## config.mk

```make
export PLATFORM = sky130hd
export DESIGN_NAME = eth_cmd_decoder
export DESIGN_NICKNAME = d
export VERILOG_FILES = /design/src/rtl/eth_pkg.sv /design/src/rtl/eth_cmd_decoder.sv
export SDC_FILE = /design/constraint.sdc
export NUM_CORES = 1
export LEC_CHECK = 0
export CAP_MARGIN = 0
export CELL_PAD_IN_SITES_DETAIL_PLACEMENT = 1
export CELL_PAD_IN_SITES_GLOBAL_PLACEMENT = 2
export CORE_ASPECT_RATIO = 0.7
export CORE_MARGIN = 2
export CORE_UTILIZATION = 38
export DETAILED_ROUTE_END_ITERATION = 10
export GPL_ROUTABILITY_DRIVEN = 0
export GPL_TIMING_DRIVEN = 1
export PLACE_DENSITY_LB_ADDON = 0.25
export SLEW_MARGIN = 20
export SYNTH_ARGS = -nofsm -noshare
export SYNTH_HDL_FRONTEND = slang
export SYNTH_SLANG_ARGS = --single-unit
```

## constraint.sdc

```tcl
create_clock -name clk125 -period 11.8 [get_ports clk125]
set_clock_uncertainty 0.05 [all_clocks]
set_input_delay 2.36 -clock clk125 [delete_from_list [all_inputs] [get_ports clk125]]
set_output_delay 2.36 -clock clk125 [all_outputs]
set_load 0.01 [all_outputs]
```

## src/rtl/eth_pkg.sv

```systemverilog
// Shared definitions for the Ethernet command receive path.
// Latency: n/a (constants, types and one helper function only).
// Backpressure: n/a.
package eth_pkg;

    // Command codes carried in the command byte and presented on cmd
    localparam logic [2:0] CMD_NONE     = 3'd0;
    localparam logic [2:0] CMD_SDRAM_RD = 3'd1;
    localparam logic [2:0] CMD_REG_RD   = 3'd2;
    localparam logic [2:0] CMD_REG_WR   = 3'd3;

    localparam logic [15:0] DEF_ETHERTYPE = 16'h88B5;
    localparam logic [47:0] BCAST_MAC     = 48'hFFFF_FFFF_FFFF;

    typedef enum logic [2:0] {
        ST_IDLE,
        ST_HDR,
        ST_PAY,
        ST_SKIP,
        ST_DROP,
        ST_ISSUE
    } state_t;

    // Byte k (0 = most significant, as sent on the wire) of a MAC address;
    // returns 0 for k outside the 6-byte address.
    function automatic logic [7:0] mac_byte(input logic [47:0] mac, input logic [4:0] k);
        logic [7:0] b;
        b = 8'h00;
        for (int i = 0; i < 6; i++) begin
            if (k == 5'(i)) b = mac[8*(5-i) +: 8];
        end
        return b;
    endfunction

endpackage

```

## src/rtl/eth_cmd_decoder.sv

```systemverilog
// Receive-side command decoder: filters frames, extracts cmd/address/value, latches sender MAC.
// Latency: cmd valid one cycle after the accepted tlast beat; drop_cnt updates one cycle after a dropping tlast.
// Backpressure: rx_tready is registered low only while a command waits for ready4cmd.
//
// Ports: clk125/reset (async, active-high); rx_t* byte-wide AXI-Stream sink from the MAC FIFO;
// cmd/address/value/src_mac command outputs consumed by ready4cmd; drop_cnt wrapping drop counter.
// Build option: define ETH_CMD_MACFILTER_EN to require destination MAC == MY_MAC or broadcast.
module eth_cmd_decoder
    import eth_pkg::*;
#(
    parameter logic [47:0] MY_MAC    = 48'h02_00_00_00_00_01,
    parameter logic [15:0] ETHERTYPE = DEF_ETHERTYPE
) (
    input  logic        clk125,
    input  logic        reset,
    input  logic [7:0]  rx_tdata,
    input  logic        rx_tvalid,
    output logic        rx_tready,
    input  logic        rx_tlast,
    input  logic        rx_tuser,
    output logic [2:0]  cmd,
    output logic [31:0] address,
    output logic [31:0] value,
    input  logic        ready4cmd,
    output logic [47:0] src_mac,
    output logic [15:0] drop_cnt
);

`ifdef ETH_CMD_MACFILTER_EN
    localparam bit FILTER_EN = 1'b1;
`else
    localparam bit FILTER_EN = 1'b0;
`endif

    state_t      state;
    logic [4:0]  k;          // index of the next byte of the frame, saturates at 23
    logic        uc_ok;      // destination bytes so far match MY_MAC
    logic        bc_ok;      // destination bytes so far match broadcast
    logic [2:0]  cmd_sh;
    logic [31:0] addr_sh;
    logic [31:0] val_sh;
    logic [47:0] mac_sh;

    logic        beat;
    logic        uc_nxt, bc_nxt;
    logic        dest_bad, etype_bad, hdr_bad, cmd_bad;
    logic [31:0] val_cap;

    always_comb begin
        beat = rx_tvalid && rx_tready;
        // Match flags restart at every frame: IDLE always sees byte 0.
        uc_nxt = ((state == ST_IDLE) || uc_ok) && (rx_tdata == mac_byte(MY_MAC, k));
        bc_nxt = ((state == ST_IDLE) || bc_ok) && (rx_tdata == mac_byte(BCAST_MAC, k));
        dest_bad  = FILTER_EN && (k <= 5'd5) && !uc_nxt && !bc_nxt;
        etype_bad = ((k == 5'd12) && (rx_tdata != ETHERTYPE[15:8])) ||
                    ((k == 5'd13) && (rx_tdata != ETHERTYPE[7:0]));
        hdr_bad   = dest_bad || etype_bad;
        cmd_bad   = (k == 5'd14) &&
                    ((rx_tdata == 8'(CMD_NONE)) || (rx_tdata > 8'(CMD_REG_WR)));
        // At k22 the last value byte arrives together with tlast, so bypass the shadow.
        val_cap = (state == ST_PAY) ? {val_sh[23:0], rx_tdata} : val_sh;
    end

    always_ff @(posedge clk125 or posedge reset) begin
        if (reset) begin
            state     <= ST_IDLE;
            k         <= 5'd0;
            uc_ok     <= 1'b0;
            bc_ok     <= 1'b0;
            cmd_sh    <= CMD_NONE;
            addr_sh   <= 32'd0;
            val_sh    <= 32'd0;
            mac_sh    <= 48'd0;
            rx_tready <= 1'b1;
            cmd       <= CMD_NONE;
            address   <= 32'd0;
            value     <= 32'd0;
            src_mac   <= 48'd0;
            drop_cnt  <= 16'd0;
        end else begin
            if (beat && (k != 5'd23)) k <= k + 5'd1;

            case (state)
                ST_IDLE, ST_HDR: if (beat) begin
                    uc_ok <= uc_nxt;
                    bc_ok <= bc_nxt;
                    if ((k >= 5'd6) && (k <= 5'd11)) mac_sh <= {mac_sh[39:0], rx_tdata};
                    if (rx_tlast) begin
                        state    <= ST_IDLE;
                        k        <= 5'd0;
                        drop_cnt <= drop_cnt + 16'd1;
                    end else if (hdr_bad) begin
                        state <= ST_DROP;
                    end else if (k == 5'd13) begin
                        state <= ST_PAY;
                    end else begin
                        state <= ST_HDR;
                    end
                end

                ST_PAY: if (beat) begin
                    if (k == 5'd14) cmd_sh <= rx_tdata[2:0];
                    if ((k >= 5'd15) && (k <= 5'd18)) addr_sh <= {addr_sh[23:0], rx_tdata};
                    if (k >= 5'd19) val_sh <= {val_sh[23:0], rx_tdata};
                    if (rx_tlast) begin
                        k <= 5'd0;
                        if ((k == 5'd22) && !rx_tuser) begin
                            state     <= ST_ISSUE;
                            rx_tready <= 1'b0;
                            cmd       <= cmd_sh;
                            address   <= addr_sh;
                            value     <= val_cap;
                            src_mac   <= mac_sh;
                        end else begin
                            state    <= ST_IDLE;
                            drop_cnt <= drop_cnt + 16'd1;
                        end
                    end else if (cmd_bad) begin
                        state <= ST_DROP;
                    end else if (k == 5'd22) begin
                        state <= ST_SKIP;
                    end
                end

                ST_SKIP: if (beat && rx_tlast) begin
                    k <= 5'd0;
                    if (!rx_tuser) begin
                        state     <= ST_ISSUE;
                        rx_tready <= 1'b0;
                        cmd       <= cmd_sh;
                        address   <= addr_sh;
                        value     <= val_cap;
                        src_mac   <= mac_sh;
                    end else begin
                        state    <= ST_IDLE;
                        drop_cnt <= drop_cnt + 16'd1;
                    end
                end

                ST_DROP: if (beat && rx_tlast) begin
                    state    <= ST_IDLE;
                    k        <= 5'd0;
                    drop_cnt <= drop_cnt + 16'd1;
                end

                ST_ISSUE: if (ready4cmd) begin
                    state     <= ST_IDLE;
                    k         <= 5'd0;
                    rx_tready <= 1'b1;
                    cmd       <= CMD_NONE;
                end

                default: begin
                    state     <= ST_IDLE;
                    k         <= 5'd0;
                    rx_tready <= 1'b1;
                    cmd       <= CMD_NONE;
                end
            endcase
        end
    end

endmodule
```

==> results of run 1 <==
sequential cells by signal, summed over array words and instances, names as in the netlist:
register	count
mac_sh	48
src_mac	48
addr_sh	32
address	32
val_sh	32
value	32
drop_cnt	16
k	5
cmd	3
cmd_sh	3
state	3
rx_tready	1
power by group:
group          leakage [uW]  switching [uW]  internal [uW]
clock network      0.000402             330            466
logic               0.00216            97.5            114
registers           0.00350            80.2            956
cells in the final DEF (no fill, tap or decap), types with 11 or more instances in the layout:
cell,instances
a21oi_1,37
clkbuf_16,27
clkdlybuf4s50_1,145
dfrtp_1,254
mux2_2,197
mux2i_1,33
nor2_1,42
xnor2_1,11
cell type report:
type | count | area (um^2) | area share (%)
clock buffers | 40 | 764 | 5.89
clock inverters | 7 | 65.1 | 0.501
inverters | 10 | 45.0 | 0.347
multi-input cells | 422 | 3750 | 28.9
flip-flops and latches | 255 | 6380 | 49.2
well taps | 364 | 455 | 3.51
repair buffers | 153 | 1510 | 11.7
cells by family (layout without fill, tap and decap cells):
logic type	count (synthesis)	count (layout)	share of synthesized area, %
AO/OA/AOI/OAI	65	65	4.01
adder cells (fa/ha/maj)	6	6	0.728
XOR/XNOR	18	18	1.53
flip-flops	255	255	61.9
buffers and inverters	48	210	2.03
multiplexers	230	230	24.7
AND/OR/NAND/NOR	103	103	5.14
per-stage QoR:
stage / hold WS (ns) / cells / util [%] / area (um^2)
after floorplan: 0.419 / 725 / - / 10300
after global placement: 0.410 / 1204 / 45.5 / 12100
after detailed placement: 0.424 / 1204 / 45.5 / 12100
after CTS: 0.432 / 1251 / 48.6 / 13000
after global routing: 0.459 / 1251 / 48.6 / 13000
final: 0.434 / 1251 / 48.6 / 13000
worst register-to-register path: stages (launching register included):
cell and delay (ns):
dfrtp_1 0.44, inv_1 0.13, ha_1 0.27, and4b_1 0.31
o211ai_1 0.17, nor2_4 0.11, buf_4 0.61, buf_4 0.89
mux2_2 0.49
routing by layer:
metal / wire length, um / track usage [%] / share of wire [%]
met5: 0 / 0 / 0
met4: 452 / 3.63 / 1.9
met1: 10800 / 22.6 / 46
met2: 11200 / 27.7 / 48
met3: 1180 / 3.90 / 5.0
worst paths after layout:
kind                                    from      endpoint  cells past startpoint
max in group asynchronous              reset   drop_cnt[4]                      4
worst min-delay path            drop_cnt[15]  drop_cnt[15]                      1
worst min register to register  drop_cnt[15]  drop_cnt[15]                      1
worst max-delay path                rx_tlast    src_mac[2]                      7
min in group asynchronous              reset     value[27]                      2
worst max register to register          k[0]    src_mac[2]                      8
==> metrics.log, run 1 <==
INFO  metric cp.required = 12.15 ns
INFO  metric synth_cells = 725
INFO  metric biggest_fanout_along_the_worst_timing_path = 81
INFO  metric clock-root-buffer = clkbuf_16
INFO  metric drt_iter0_drcs = 147
INFO  metric drt_first_pass_iters = 4
INFO  metric critical-path-top-delay-family = buffers and inverters
INFO  metric ys_seq_elements = 255
INFO  metric final_period_demand_of_the_worst_path = 5.23 ns
INFO  metric max_stage_delay = 0.85 ns
INFO  metric via_count = 6,271
INFO  metric rsz_0062_raised_after_global_routing = false
INFO  metric leading_cell_types_by_total_area_after_synthesis = dfrtp_1 (62%), mux2_2 (22%), mux2i_1 (3.2%)
INFO  metric cts_tree = yes
INFO  metric fmax = 191 MHz
INFO  metric clk_pin_slew_worst_paths = 0.06 ns
INFO  metric core = 0.0267 mm^2
INFO  metric synth_fp_nets = 745
INFO  metric htreeDepth = 1
INFO  metric largest_net_degree_at_the_start_of_global_routing = 119
INFO  metric worst_slew_pin_slew = 0.967 ns
INFO  metric total_power = 2040 uW
INFO  metric cp_data_arrival_time = 5.58 ns
INFO  metric filler_cell_count = 2,695
INFO  metric synthesis.area = 0.0103 mm^2
INFO  metric netlist_cell_types = 53
INFO  metric cts_resized = 0
INFO  metric yosys_warnings = 0
INFO  metric tns = 0 ns
INFO  metric numCtsBuffers = 26
INFO  metric detailedPlacementHpwl = 15.7 mm
INFO  metric worstPathBufferInverterCount = 3
INFO  metric boundaryPins = 146
INFO  metric cpMostUsedCell = buf_4
INFO  metric crit_chain = clkdlybuf4s50_1, and3_1, o211ai_1, nor2_4, buf_4, buf_4, mux2_2
INFO  metric dp_worst_setup_slack = 6.04 ns
INFO  metric floorplan.rows = 50
INFO  metric slew_viol_final = 0
INFO  metric grt.overflow.total = 0
INFO  metric synthMostInstantiatedCell = dfrtp_1
INFO  metric grt_first_pass_wirelength = 38.6 mm
INFO  metric fp.dieW = 201 um
INFO  metric setup.worst_path.class = in -> reg
INFO  metric syn_to_final_growth = 25.7%
INFO  metric die_height = 142 um
INFO  metric status = complete, no violations
INFO  metric post_synth_most_frequent_cells = dfrtp_1 (254), mux2_2 (197), nor2_1 (43), a21oi_1 (37), mux2i_1 (33)
INFO  metric synth-edff-count = 0
INFO  metric critPathCaptureType = flip-flop
INFO  metric vias_in_the_first_global_route = 6,936
INFO  metric clkSinkCount = 255
INFO  metric ff2ff_setup_slack = 8.21 ns
INFO  metric detail_route.wirelength = 23.6 mm
INFO  metric post_synth.cell_area_avg = 14.2 um^2
INFO  metric cts-hold-fix-buffers = 0
INFO  metric setup_viol = 0
INFO  metric drt_drc_violations_left = 0
INFO  metric synth_largest_type_area_fraction = 61.6%
INFO  metric highest_delay_cell_along_the_critical_path = buf_4
INFO  metric share_of_the_clock_period_used_by_the_worst_path_after_layout = 44.3%
INFO  metric hold_viol_final = 0
INFO  metric clk_path_buf_depth = 3
INFO  metric route.antenna.remaining_nets = 0
INFO  metric buffer_ports.inserted = 145
INFO  metric ys.flop_type = dfrtp_1
INFO  metric cts_post_setup_buffers_inserted = 0
INFO  metric crit_path_start_kind = primary input
INFO  metric async_flop_share = 100%
INFO  metric p_leak = 0.00607 uW
INFO  metric setup_ws = 6.57 ns
INFO  metric area_of_the_die = 0.0285 mm^2
INFO  metric min-delay-path-class = reg -> reg
INFO  metric vdd_ir_drop_max = 0.125 mV
INFO  metric final_net_count = 888
INFO  metric synth_area_leader_cell = dfrtp_1
INFO  metric insertedDiodeCount = 0
INFO  metric grt_antenna_before_repair = 1
INFO  metric grtUsageTotal = 16.7%
INFO  metric drt-vias-per-instance = 5.01
INFO  metric avgRoutedWirePerCell = 18.9 um
INFO  metric max_slew_margin = 35.5%
INFO  metric clk_latency = 0.52 ns
INFO  metric final_layout_size_suffix_gt1_share = 28.9%
INFO  metric seq_area_frac_synth = 61.9%
INFO  metric reported_max_cap_violation_count = 0
INFO  metric floorplan.initialDensity = 38.6%
INFO  metric power_density = 158 mW/mm^2
No activity file was read; power rests on OpenSTA's default activity.
==> inputs of run 2 (changes only) <==
--- a/config.mk
+++ b/config.mk
@@ -10,7 +10,7 @@
 export CELL_PAD_IN_SITES_GLOBAL_PLACEMENT = 2
 export CORE_ASPECT_RATIO = 0.7
 export CORE_MARGIN = 2
-export CORE_UTILIZATION = 38
+export CORE_UTILIZATION = 34
 export DETAILED_ROUTE_END_ITERATION = 10
 export GPL_ROUTABILITY_DRIVEN = 0
 export GPL_TIMING_DRIVEN = 1
==> constraint.sdc (replaced) <==
create_clock -name clk125 -period 4.6 [get_ports clk125]
set_clock_uncertainty 0.05 [all_clocks]
set_input_delay 0.92 -clock clk125 [delete_from_list [all_inputs] [get_ports clk125]]
set_output_delay 0.92 -clock clk125 [all_outputs]
set_load 0.01 [all_outputs]
==> run 2 against run 1 <==
Net effect:
- global-route usage decreased by 1.3 points
- flip-flop and latch count unchanged
- combinational power increased to 2.6 times the previous value
- die area increased by 11%
- worst setup slack got worse by 4.8 ns
==> metrics.log, run 2 (synthesis results as in run 1) <==
INFO  metric tns = 0 ns (unchanged)
INFO  metric setup_viol = 0 (unchanged)
INFO  metric boundaryPins = 146 (unchanged)
INFO  metric cts_resized = 0 (unchanged)
INFO  metric grt_first_pass_wirelength = 38.6 mm (about the same)
INFO  metric min-delay-path-class = reg -> reg
INFO  metric cts_tree = yes
INFO  metric route.antenna.remaining_nets = 0 (unchanged)
INFO  metric layout_common_cells = dfrtp_1 (254), mux2_2 (197), clkdlybuf4s50_1 (145), nor2_1 (42), a21oi_1 (37)
INFO  metric dp_worst_setup_slack = 1.30 ns (-4.74 ns)
INFO  metric core = 0.0299 mm^2 (+12%)
INFO  metric power_density = 416 mW/mm^2 (+160%)
INFO  metric largest_registers_in_the_final_layout = mac_sh: 48 flops, src_mac: 48 flops
INFO  metric vdd_ir_drop_max = 0.230 mV (+84%)
INFO  metric buffer_ports.inserted = 145 (unchanged)
INFO  metric fmax = 359 MHz
INFO  metric floorplan.initialDensity = 34.5% (-4.1 points)
INFO  metric floorplan.rows = 53 (+6.0%)
INFO  metric fin_util = 44.1% (-4.4 points)
INFO  metric rsz_0062_raised_after_global_routing = false
INFO  metric syn_to_final_growth = 27.9%
INFO  metric worst_slew_pin_slew = 0.887 ns (-0.0797 ns)
INFO  metric cp.required = 4.97 ns (-7.18 ns)
INFO  metric hold_viol_final = 0 (unchanged)
INFO  metric final_period_demand_of_the_worst_path = 2.79 ns
INFO  metric final_layout_size_suffix_gt1_share = 30.2% (+1.3 points)
INFO  metric grtUsageTotal = 15.4% (-1.3 points)
INFO  metric max_slew_margin = 40.4% (+4.9 points)
INFO  metric status = complete, no violations
INFO  metric fin_cells = 1,306 (+4.4%)
INFO  metric grt_antenna_before_repair = 0 (-1)
INFO  metric insertedDiodeCount = 0 (unchanged)
INFO  metric drt_first_pass_iters = 4 (unchanged)
INFO  metric slew_viol_final = 0 (unchanged)
INFO  metric die_height = 150 um (+5.6%)
INFO  metric cp_data_arrival_time = 3.16 ns (-2.42 ns)
INFO  metric drt_drc_violations_left = 0 (unchanged)
INFO  metric hold-worst-slack = 0.440 ns (+0.00622 ns)
INFO  metric area_of_the_die = 0.0318 mm^2 (+11%)
INFO  metric drt-vias-per-instance = 4.85 (-3.2%)
INFO  metric grt.overflow.total = 0 (unchanged)
INFO  metric clock-root-buffer = clkbuf_16
INFO  metric p_leak = 0.00615 uW (+1.4%)
INFO  metric layout.cells.most_common = dfrtp_1
INFO  metric clk_path_buf_depth = 3 (unchanged)
INFO  metric vias_in_the_first_global_route = 6,884 (-0.75%)
INFO  metric critPathCaptureType = flip-flop
INFO  metric biggest_fanout_along_the_worst_timing_path = 108 (+33%)
INFO  metric via_count = 6,336 (+1.0%)
INFO  metric cts-hold-fix-buffers = 0 (unchanged)
INFO  metric avgRoutedWirePerCell = 18.4 um (-2.6%)
INFO  metric setup.worst_path.class = in -> reg
INFO  metric final_net_count = 893 (+0.56%)
INFO  metric reported_max_cap_violation_count = 0 (unchanged)
INFO  metric largest_net_degree_at_the_start_of_global_routing = 144 (+21%)
INFO  metric crit_path_start_kind = primary input
INFO  metric numCtsBuffers = 27 (+3.8%)
INFO  metric detail_route.wirelength = 24.0 mm (+1.7%)
INFO  metric cts_post_setup_buffers_inserted = 0 (unchanged)
INFO  metric drt_iter0_drcs = 268 (+82%)
INFO  metric clkSinkCount = 255 (unchanged)
INFO  metric ff2ff_setup_slack = 1.85 ns (-6.36 ns)
INFO  metric setup_ws = 1.81 ns (-4.76 ns)
INFO  metric clk_latency = 0.54 ns (+0.02 ns)
INFO  metric htreeDepth = 1 (unchanged)
INFO  metric placed_cells = 1,256 (+4.3%)
INFO  metric fp.dieW = 212 um (+5.6%)
INFO  metric share_of_the_clock_period_used_by_the_worst_path_after_layout = 60.6%
INFO  metric clk_pin_slew_worst_paths = 0.06 ns (about the same)
INFO  metric detailedPlacementHpwl = 15.5 mm (-1.4%)
run 2: cell types whose count changed in the layout (fill, tap and decap cells not counted):
cell and delta:
buf_12 +2, buf_4 +2, bufinv_16 +2, clkbuf_1 -6, clkbuf_8 +4, clkinv_2 +3, inv_6 +1, inv_8 -1
nand3_1 -1, nand3_2 +1
run 2: layout make-up:
type                            instances  area, um^2
Fill cell                            3039       16700
Sequential cell                       255        6380
Multi-Input combinational cell        422        3750
Timing Repair Buffer                  157        1570
Clock buffer                           38         797
Tap cell                              412         515
Clock inverter                         12         141
Inverter                               10        41.3
run 2: metal layers:
layer / share of wire [%] / up-vias / GRT usage [%]
li1: - / 2875 / -
met1: 45 / 3331 / 20.8
met2: 47 / 98 / 24.9
met3: 5.7 / 32 / 4.26
met4: 1.8 / 0 / 3.45
met5: 0 / - / 0
run 2: per-stage QoR:
stage               power (uW)  area, um^2
floorplan                 3010       10300
global placement          3210       12300
detailed placement        3250       12300
CTS                       5580       13200
global route              5750       13200
finish                    5490       13200
run 2: critical path, cell delays in order:
cell and delay (ns):
clkdlybuf4s50_1 0.68, and3_1 0.28, o211ai_1 0.16, nor2_4 0.16
buf_12 0.34, mux2_2 0.41
run 2: worst paths after layout:
check                             startpoint            to  cells after the start
worst max-delay path                rx_tlast    src_mac[9]                      6
worst min-delay path            drop_cnt[15]  drop_cnt[15]                      1
worst max register to register          k[1]    addr_sh[8]                      7
worst min register to register  drop_cnt[15]  drop_cnt[15]                      1
max in group asynchronous              reset    src_mac[7]                      3
min in group asynchronous              reset     value[31]                      2
run 2: power breakdown:
group | internal, uW | total (uW) | switching (uW)
logic | 295 | 542 | 247
clock network | 1370 | 2280 | 910
registers | 2450 | 2660 | 207
total | 4120 | 5490 | 1360
==> inputs of run 3 (changes only) <==
--- a/config.mk
+++ b/config.mk
@@ -10,7 +10,7 @@
 export CELL_PAD_IN_SITES_GLOBAL_PLACEMENT = 2
 export CORE_ASPECT_RATIO = 0.7
 export CORE_MARGIN = 2
-export CORE_UTILIZATION = 34
+export CORE_UTILIZATION = 38
 export DETAILED_ROUTE_END_ITERATION = 10
 export GPL_ROUTABILITY_DRIVEN = 0
 export GPL_TIMING_DRIVEN = 1
==> constraint.sdc (replaced) <==
create_clock -name clk125 -period 2.79 [get_ports clk125]
set_clock_uncertainty 0.05 [all_clocks]
set_input_delay 0.558 -clock clk125 [delete_from_list [all_inputs] [get_ports clk125]]
set_output_delay 0.558 -clock clk125 [all_outputs]
set_load 0.01 [all_outputs]
==> run 3 against run 2 <==
Net effect:
- die area shrank 10%
- flip-flop and latch count unchanged
- global-route usage rose by 1.8 points
- sequential power increased by 65%
==> metrics.log, run 3 (synthesis results as in run 1) <==
INFO  metric status = complete, no violations
INFO  metric fin_cells = 1,271 (-2.7%)
INFO  metric cp_num_cells = 9 (+3)
INFO  metric worstPathBufferInverterCount = 3 (+1)
INFO  metric final_period_demand_of_the_worst_path = 2.57 ns
INFO  metric setup.worst_path.class = reg -> reg
INFO  metric buffer_ports.inserted = 145 (unchanged)
INFO  metric detailedPlacementHpwl = 16.4 mm (+5.9%)
INFO  metric drt-vias-per-instance = 4.99 (+2.9%)
INFO  metric final_net_count = 906 (+1.5%)
INFO  metric largest_registers_in_the_final_layout = mac_sh: 48 flops, src_mac: 48 flops
INFO  metric cp_data_arrival_time = 2.97 ns (-0.19 ns)
INFO  metric max_slew_margin = 58.2% (+18 points)
INFO  metric cts-hold-fix-buffers = 0 (unchanged)
INFO  metric register_area = 0.00638 mm^2 (unchanged)
INFO  metric boundaryPins = 146 (unchanged)
INFO  metric drt_first_pass_iters = 4 (unchanged)
INFO  metric critPathCaptureType = flip-flop
INFO  metric grt_antenna_before_repair = 2 (+2)
INFO  metric worst_slew_pin_slew = 0.621 ns (-0.266 ns)
INFO  metric grtUsageTotal = 17.2% (+1.8 points)
INFO  metric grt.overflow.total = 0 (unchanged)
INFO  metric crit_start = k[0]
INFO  metric worstRegToRegCells = 9 (+2)
INFO  metric cts_post_setup_buffers_inserted = 0 (unchanged)
INFO  metric vias_in_the_first_global_route = 6,975 (+1.3%)
INFO  metric dp_worst_setup_slack = -0.0268 ns (-1.33 ns)
INFO  metric floorplan.rows = 50 (-5.7%)
INFO  metric via_count = 6,347 (+0.17%)
INFO  metric footprint_of_the_multi_input_gates = 0.00375 mm^2 (unchanged)
INFO  metric placed_cells = 1,221 (-2.8%)
INFO  metric clkSinkCount = 255 (unchanged)
INFO  metric share_of_the_clock_period_used_by_the_worst_path_after_layout = 92.0%
INFO  metric p_leak = 0.00627 uW (+1.8%)
INFO  metric filler_cell_count = 2,668 (-12%)
INFO  metric highest_delay_cell_along_the_critical_path = dfrtp_1
INFO  metric rsz_0062_raised_after_global_routing = false
INFO  metric htreeDepth = 1 (unchanged)
INFO  metric crit_path_start_kind = flip-flop
INFO  metric fp.dieW = 201 um (-5.3%)
INFO  metric vdd_ir_drop_max = 0.432 mV (+88%)
INFO  metric critical-path-top-delay-family = buffers and inverters
INFO  metric avgRoutedWirePerCell = 19.0 um (+3.5%)
INFO  metric largest_net_degree_at_the_start_of_global_routing = 94 (-35%)
INFO  metric core = 0.0267 mm^2 (-11%)
INFO  metric hold_viol_final = 0 (unchanged)
INFO  metric tns = 0 ns (unchanged)
INFO  metric layout_common_cells = dfrtp_1 (254), mux2_2 (197), clkdlybuf4s50_1 (145), nor2_1 (42), a21oi_1 (37)
INFO  metric crit-reg2reg-launch = k[0]
INFO  metric area_of_the_die = 0.0285 mm^2 (-10%)
INFO  metric fmax = 389 MHz
INFO  metric die_height = 142 um (-5.3%)
INFO  metric cts_resized = 0 (unchanged)
INFO  metric cts_tree = yes
INFO  metric syn_to_final_growth = 29.6%
INFO  metric drt_drc_violations_left = 0 (unchanged)
INFO  metric clk_path_buf_depth = 3 (unchanged)
INFO  metric clk_latency = 0.53 ns (about the same)
INFO  metric detail_route.wirelength = 24.2 mm (+0.70%)
INFO  metric hold-worst-slack = 0.300 ns (-0.140 ns)
INFO  metric route.antenna.remaining_nets = 0 (unchanged)
INFO  metric power_density = 695 mW/mm^2 (+67%)
INFO  metric biggest_fanout_along_the_worst_timing_path = 54 (-50%)
INFO  metric setup_viol = 0 (unchanged)
INFO  metric cp.required = 3.19 ns (-1.78 ns)
INFO  metric setup_ws = 0.222 ns (-1.59 ns)
INFO  metric layout.cells.most_common = dfrtp_1
INFO  metric reported_max_cap_violation_count = 0 (unchanged)
INFO  metric clk_pin_slew_worst_paths = 0.06 ns (about the same)
INFO  metric crit_chain = inv_1, ha_1, and4b_1, o211ai_1, nor2_4, buf_12, buf_4, nor2_1, a21oi_1
INFO  metric fin_util = 50.1% (+5.9 points)
INFO  metric final_layout_size_suffix_gt1_share = 31.2% (+1.0 points)
INFO  metric slew_viol_final = 0 (unchanged)
INFO  metric max_stage_delay = 0.43 ns (-0.25 ns)
INFO  metric drt_iter0_drcs = 197 (-26%)
INFO  metric floorplan.initialDensity = 38.6% (+4.1 points)
INFO  metric grt_first_pass_wirelength = 39.6 mm (+2.5%)
INFO  metric clock-root-buffer = clkbuf_16
INFO  metric min-delay-path-class = in -> async
INFO  metric numCtsBuffers = 27 (unchanged)
-- run 3: metal layers --
layer	global-route usage, %	routed length [um]	vias up
li1	-	-	2896
met4	3.78	437	2
met3	3.81	1180	40
met2	28.5	11400	104
met5	0	10	-
met1	23.2	11100	3305
-- run 3: report_power, final --
group / internal [uW] / switching (uW) / leakage, uW
registers: 4040 / 346 / 0.00350
logic: 502 / 419 / 0.00227
clock network: 2490 / 1500 / 0.000492
total: 7040 / 2270 / 0.00627
-- run 3: worst paths after layout --
kind | end | slack [ns]
worst max register to register | value[22] | 0.22
max in group asynchronous | src_mac[36] | 1.60
min in group clk125 | drop_cnt[15] | 0.43
worst min register to register | drop_cnt[15] | 0.43
worst max-delay path | value[22] | 0.22
worst min-delay path | src_mac[0] | 0.30
-- run 3: worst reg2reg max path, cell delays in order, from the launching register on --
cell	delay, ns
dfrtp_1	0.43
inv_1	0.13
ha_1	0.27
and4b_1	0.32
o211ai_1	0.18
nor2_4	0.20
buf_12	0.30
buf_4	0.38
nor2_1	0.10
a21oi_1	0.14
-- run 3: cell type report --
cell class,count,share of cell area [%]
well taps,364,3.41
inverters,10,0.309
multi-input cells,422,28.1
clock buffers,35,5.72
diodes,1,0.0187
repair buffers,170,13.0
clock inverters,14,1.75
flip-flops and latches,255,47.7
-- run 3: stage by stage --
| stage | power (uW) | area, um^2 |
|---|---|---|
| global placement | 5320 | 12400 |
| floorplan | 4970 | 10300 |
| global route | 9750 | 13400 |
| detailed placement | 5400 | 12400 |
| CTS | 9450 | 13400 |
| finish | 9300 | 13400 |
